File: config.mk
export PLATFORM = sky130hd
export DESIGN_NAME = apb_gpio_slave_if
export DESIGN_NICKNAME = d
export VERILOG_FILES = /design/src/rtl/apb_gpio_pkg.sv /design/src/rtl/apb_gpio_slave_if.sv
export SDC_FILE = /design/constraint.sdc
export NUM_CORES = 1
export LEC_CHECK = 0
export ABC_CLOCK_PERIOD_IN_PS = 3400
export CORE_UTILIZATION = 38
export DETAILED_ROUTE_END_ITERATION = 8
export GPL_ROUTABILITY_DRIVEN = 1
export PLACE_DENSITY = 0.95
export SKIP_LAST_GASP = 1
export SYNTH_ARGS = -nofsm -noshare
export SYNTH_HDL_FRONTEND = slang
export SYNTH_SLANG_ARGS = --single-unit
export TNS_END_PERCENT = 10
File: constraint.sdc
create_clock -name sys_clk -period 3.4 [get_ports sys_clk]
set_input_delay 0.34 -clock sys_clk [delete_from_list [all_inputs] [get_ports sys_clk]]
set_output_delay 0.34 -clock sys_clk [all_outputs]
set_load 0.05 [all_outputs]
File: src/rtl/apb_gpio_pkg.sv
// Shared definitions for the APB GPIO completer front-end: register map, FSM states
// and the address-legality helper.
package apb_gpio_pkg;

  localparam logic [31:0] RGPIO_IN    = 32'h0000_0000;
  localparam logic [31:0] RGPIO_OUT   = 32'h0000_0004;
  localparam logic [31:0] RGPIO_OE    = 32'h0000_0008;
  localparam logic [31:0] RGPIO_INTE  = 32'h0000_000C;
  localparam logic [31:0] RGPIO_PTRIG = 32'h0000_0010;
  localparam logic [31:0] RGPIO_AUX   = 32'h0000_0014;
  localparam logic [31:0] RGPIO_CTRL  = 32'h0000_0018;
  localparam logic [31:0] RGPIO_INTS  = 32'h0000_001C;
  localparam logic [31:0] RGPIO_ECLK  = 32'h0000_0020;
  localparam logic [31:0] RGPIO_NEC   = 32'h0000_0024;

  localparam logic [31:0] LAST_ADDR   = RGPIO_NEC;

  typedef enum logic [1:0] {
    IDLE    = 2'd0,
    WR_ACC  = 2'd1,
    RD_WAIT = 2'd2,
    RD_ACC  = 2'd3
  } apb_state_e;

  // Word-aligned and not beyond the last implemented register.
  function automatic logic addr_legal(input logic [63:0] addr, input logic [63:0] last);
    return (addr <= last) && (addr[1:0] == 2'b00);
  endfunction

endpackage

File: src/rtl/apb_gpio_slave_if.sv
// APB3 completer front-end for the GPIO register block (writes 0 wait states, reads 1).
// Optional privilege check on writes is enabled by defining APB_GPIO_PPROT_EN.
module apb_gpio_slave_if #(
  parameter int unsigned ADDR_W    = 32,
  parameter logic [31:0] LAST_ADDR = apb_gpio_pkg::LAST_ADDR
) (
  input  logic              sys_clk,
  input  logic              sys_rst,
  input  logic              psel,
  input  logic              penable,
  input  logic              pwrite,
  input  logic [ADDR_W-1:0] paddr,
  input  logic [31:0]       pwdata,
`ifdef APB_GPIO_PPROT_EN
  input  logic [2:0]        pprot,
`endif
  output logic [31:0]       prdata,
  output logic              pready,
  output logic              pslverr,
  output logic              gpio_we,
  output logic [ADDR_W-1:0] gpio_addr,
  output logic [31:0]       gpio_dat_i,
  input  logic [31:0]       gpio_dat_o
);

  import apb_gpio_pkg::*;

  apb_state_e        state_r, state_nxt_s;
  logic              pready_r, pready_nxt_s;
  logic              pslverr_r, pslverr_nxt_s;
  logic              gpio_we_r, gpio_we_nxt_s;
  logic [ADDR_W-1:0] gpio_addr_r, gpio_addr_nxt_s;
  logic [31:0]       gpio_dat_i_r, gpio_dat_i_nxt_s;
  logic              legal_r, legal_nxt_s;
  logic              legal_s;
  logic              wr_ok_s;

  assign legal_s = addr_legal(64'(paddr), 64'(LAST_ADDR));

`ifdef APB_GPIO_PPROT_EN
  logic unused_pprot_s;
  assign unused_pprot_s = ^pprot[2:1];
  // Unprivileged writes are refused but still complete with an error.
  assign wr_ok_s = legal_s & pprot[0];
`else
  assign wr_ok_s = legal_s;
`endif

  // Next-state and next-output logic for the transfer FSM.
  always_comb begin
    state_nxt_s      = state_r;
    pready_nxt_s     = 1'b0;
    pslverr_nxt_s    = 1'b0;
    gpio_we_nxt_s    = 1'b0;
    gpio_addr_nxt_s  = gpio_addr_r;
    gpio_dat_i_nxt_s = gpio_dat_i_r;
    legal_nxt_s      = legal_r;
    case (state_r)
      IDLE: begin
        if (psel && !penable) begin
          gpio_addr_nxt_s = paddr;
          legal_nxt_s     = legal_s;
          if (pwrite) begin
            gpio_dat_i_nxt_s = pwdata;
            gpio_we_nxt_s    = wr_ok_s;
            pready_nxt_s     = 1'b1;
            pslverr_nxt_s    = ~wr_ok_s;
            state_nxt_s      = WR_ACC;
          end else begin
            state_nxt_s      = RD_WAIT;
          end
        end else begin
          state_nxt_s = IDLE;
        end
      end
      WR_ACC: begin
        state_nxt_s = IDLE;
      end
      RD_WAIT: begin
        if (psel) begin
          pready_nxt_s  = 1'b1;
          pslverr_nxt_s = ~legal_r;
          state_nxt_s   = RD_ACC;
        end else begin
          state_nxt_s   = IDLE;
        end
      end
      RD_ACC: begin
        state_nxt_s = IDLE;
      end
      default: begin
        state_nxt_s = IDLE;
      end
    endcase
  end

  // State and output registers; asynchronous reset kills any pending strobe.
  always_ff @(posedge sys_clk or negedge sys_rst) begin
    if (!sys_rst) begin
      state_r      <= IDLE;
      pready_r     <= 1'b0;
      pslverr_r    <= 1'b0;
      gpio_we_r    <= 1'b0;
      gpio_addr_r  <= '0;
      gpio_dat_i_r <= 32'h0000_0000;
      legal_r      <= 1'b0;
    end else begin
      state_r      <= state_nxt_s;
      pready_r     <= pready_nxt_s;
      pslverr_r    <= pslverr_nxt_s;
      gpio_we_r    <= gpio_we_nxt_s;
      gpio_addr_r  <= gpio_addr_nxt_s;
      gpio_dat_i_r <= gpio_dat_i_nxt_s;
      legal_r      <= legal_nxt_s;
    end
  end

  assign pready     = pready_r;
  assign pslverr    = pslverr_r;
  assign gpio_we    = gpio_we_r;
  assign gpio_addr  = gpio_addr_r;
  assign gpio_dat_i = gpio_dat_i_r;
  // gpio_dat_o is already registered by the register block, so it is only gated here.
  assign prdata     = ((state_r == RD_ACC) && legal_r) ? gpio_dat_o : 32'h0000_0000;

endmodule

==> impl_results.rst <==
.. list-table::
   :header-rows: 1

   * - Metric
     - Value
   * - Result of the run
     - finished clean
   * - Routed vias/inst
     - about 4.7
   * - Top-level port count
     - 200
   * - Combinational share of power
     - 43.3%
   * - Area share of the leading cell type in the synthesized netlist
     - 61.1%
   * - Multi-input gate area
     - between 1000 and 1500 um2
   * - H-tree depth
     - 3
   * - Final count of pins violating max slew
     - 0
   * - Vias post-DR
     - 2389
   * - Min Clock Period, post-route
     - roughly 2.8 ns
   * - Clk pin slew, worst setup/hold paths
     - 0.08 ns
   * - Cell Int Power
     - between 0.0015 and 0.002 W
   * - Unrepaired setup endpoints after global routing
     - false
   * - Share of total power consumed by net switching
     - 39.3%
   * - Clock tree from TritonCTS
     - done
   * - Total congestion overflow
     - 0
   * - Number of flip-flops and latches in the synthesized netlist
     - 70
   * - Wire length of the first global-routing pass
     - 12200 um
   * - DRC viols
     - 0
   * - Count of placed standard cells including taps
     - slightly below 500
   * - Half-perimeter wire length after placement
     - 6670 um
   * - Slack of the worst reg-to-reg path
     - 1.50 ns
   * - Via count of the first global-routing pass
     - 2474
   * - Max-slew headroom at the worst pin
     - approximately two fifths
   * - Quantity of gates resized following cts
     - 0
   * - Mapped Nets
     - about 300
   * - Power density over the cells
     - 635 nW/um2
   * - Overall die height
     - 88.9 um
   * - Area used by sequential logic in the layout
     - 1750 um2
   * - Antenna Nets Post-Route
     - 0
   * - Kind of capture point of the worst setup path
     - primary output
   * - Arr. time, crit path
     - 2.50 ns
   * - Root Buffer Master
     - sky130_fd_sc_hd__clkbuf_8
   * - Total Power Consumption
     - 0.00329 W
   * - Violation count after the first detailed-routing iteration
     - ~70
   * - Class of the tightest hold or removal check
     - input port to asynchronous set/reset pin
   * - Maximum net fanout on the critical path
     - 32
   * - Die ar.
     - 7900 um2
   * - Number of buffers added to fix hold violations after cts
     - 0
   * - Ant diodes
     - 0
   * - Category of the worst setup path launch point
     - flop
   * - Global placer's final weighted congestion
     - 0.738
   * - Routed wire per std cell
     - 16.8 um
   * - Insertion delay to the later sink of the worst-skew pair
     - 0.34 ns
   * - Area growth syn-to-layout
     - 80.4%
   * - Highest clock frequency the design can meet
     - 0.352 GHz
   * - Slowest CP cell
     - sky130_fd_sc_hd__clkdlybuf4s50_1
   * - Buffers & Inverters on Critical Path
     - 1
   * - Endpoints failing setup
     - 0
   * - Initial core utilization
     - around 39%
   * - Final hold violations
     - 0
   * - Static leakage
     - 2.12 nW
   * - Final-stage net count
     - 502
   * - Number of library cell types mapped by synthesis
     - 18
   * - Share of the clock period used by the worst path
     - between 80% and 90%
   * - Count of input and output buffers
     - 199
   * - Final Core Density
     - 71.0%
   * - Post-synthesis sequential area ratio
     - 61.1%
   * - Skew final
     - 0.00915 ns
   * - Warning count from the yosys run
     - 0
   * - Leading area contributor after synthesis
     - sky130_fd_sc_hd__dfrtp_1
   * - All-layer global routing usage
     - about a fifth
   * - Top area cells in the synthesized netlist
     - sky130_fd_sc_hd__dfrtp_1, sky130_fd_sc_hd__mux2_2, sky130_fd_sc_hd__mux2_1, sky130_fd_sc_hd__and2_1, sky130_fd_sc_hd__nor4_1
   * - Layout cells sized above 1
     - 15.0%
   * - Final wirelength
     - 8500 um
   * - Final non-filler cell area
     - 5180 um2
   * - Area of the mapped netlist
     - around 2900 um2
   * - DRT Pass-1 Iters
     - 4
   * - Required time worst endpoint
     - between 3 and 4 ns
   * - Pin count of the biggest net entering global routing
     - 42
   * - TritonCTS Sinks
     - 70
   * - Share of total power in the clock network
     - 22.7%
   * - TritonCTS Buffers
     - 9
   * - Core region area
     - 7290 um2
   * - Share of power burned in registers
     - 34.0%
   * - Post-CTS setup-driven buffer insertion count
     - 0
   * - Worst IR Drop VDD
     - 0.000419 V
   * - Instance count of the mapped netlist
     - ~200
   * - Count of filler cells inserted in the layout
     - 554
   * - Max Cap Viol
     - 0
   * - Antenna violations before repair
     - 0
   * - Type of the worst setup path
     - flop to primary output
   * - Slew of the pin with the lowest slew margin
     - 0.918 ns
   * - Die outline width
     - 88.9 um
   * - Reported net switching power
     - 0.00129 W
   * - Total negative setup slack
     - 0 ns
   * - Number of standard cells in the layout, taps in and fillers out
     - 505
   * - CP cell instances
     - and3_1, and2_1, clkdlybuf4s50_1
   * - CP top delay family
     - simple AND/OR/NAND/NOR gates
   * - Cell area after placement
     - between 4000 and 5000 um2
   * - Mean post-synth cell area
     - 14.5 um2
   * - Deepest clock path buffer count
     - 2
   * - Number of rows in the core area
     - 31
   * - Maximum cell stage delay along the critical path
     - 0.80 ns
[sequential cells by signal (all words and copies together), names as in the netlist]
register,flops
gpio_addr,32
gpio_dat_i,32
gpio_we,1
legal_r,1
pready,1
pslverr,1
state_r,2
[cell usage in the layout, fill, tap and decap left out, drive strengths merged]
| cell type | instances |
|---|---|
| clkinv | 2 |
| buf | 3 |
| o21a | 1 |
| nor3b | 1 |
| o22ai | 1 |
| nor2 | 2 |
| and3 | 1 |
| bufinv | 2 |
| nor4 | 7 |
| clkbuf | 10 |
| nand2 | 4 |
| clkinvlp | 2 |
| nand4 | 2 |
| nor2b | 1 |
| mux2 | 65 |
| nor3 | 1 |
| clkdlybuf4s50 | 198 |
| and2 | 32 |
| o21ai | 1 |
| dfrtp | 70 |
[through the flow]
stage,worst slack [ns],hold WS [ns]
after global routing,0.389,0.203
final,0.560,0.137
after global placement,1.03,0.473
after detailed placement,0.903,0.480
after floorplan,1.79,0.0444
after CTS,0.529,0.153
[power by group through the flow]
stage	registers [W]	logic, W	clock network, W
final	0.00112	0.00142	0.000746
after global routing	0.00114	0.00147	0.000792
after CTS	0.00112	0.00143	0.000762
after detailed placement	0.00114	0.00143	0
after global placement	0.00112	0.00141	0
after floorplan	0.00180	0.000177	0
[cell usage after synthesis, drive strengths merged]
master and instances:
and2 32, and3 1, o22ai 1, nor3 1
nor2 2, nand2 4, buf 6, o21ai 1
nor3b 1, o21a 1, nor2b 1, mux2 65
nor4 7, dfrtp 70, clkbuf 3, nand4 2
[worst register-to-register path, cell delays in order, from the launching register on]
cell,delay (ns)
sky130_fd_sc_hd__dfrtp_1,0.38
sky130_fd_sc_hd__nor2b_2,0.16
sky130_fd_sc_hd__nor3b_4,0.41
sky130_fd_sc_hd__nand2_4,0.36
sky130_fd_sc_hd__mux2_1,0.47
[worst paths after layout]
check                          startpoint              to  cells past startpoint
max                            state_r[1]       prdata[9]                      3
min                               sys_rst    gpio_addr[1]                      1
max reg2reg                    state_r[0]  gpio_dat_i[29]                      4
min reg2reg                gpio_dat_i[18]  gpio_dat_i[18]                      1
max in group asynchronous         sys_rst  gpio_dat_i[27]                      2
min in group sys_clk       gpio_dat_i[18]  gpio_dat_i[18]                      1
[layout make-up]
| cell class | instances | area share, % |
|---|---|---|
| clock buffer | 10 | 2.66 |
| clock inverter | 6 | 1.64 |
| multi-input combinational | 119 | 20.8 |
| sequential | 70 | 33.8 |
| tap | 99 | 2.39 |
| timing repair buffer | 201 | 38.7 |
[metal layers]
metal	routed length [um]	track usage [%]	vias up
met3	808	7.20	17
met5	0	0	-
met2	4590	38.9	125
met1	2910	21.7	1155
met4	197	10.3	0
li1	-	-	1092
[kinds of logic (layout without fill, tap and decap cells)]
family	Yosys count	after routing	synth area share, %
flip-flops	70	70	61.1
multiplexers	65	65	25.5
AND/OR/NAND/NOR	51	51	11.3
buffers and inverters	9	217	1.44
AO/OA/AOI/OAI	3	3	0.654
(Power assumes the default switching activity.)
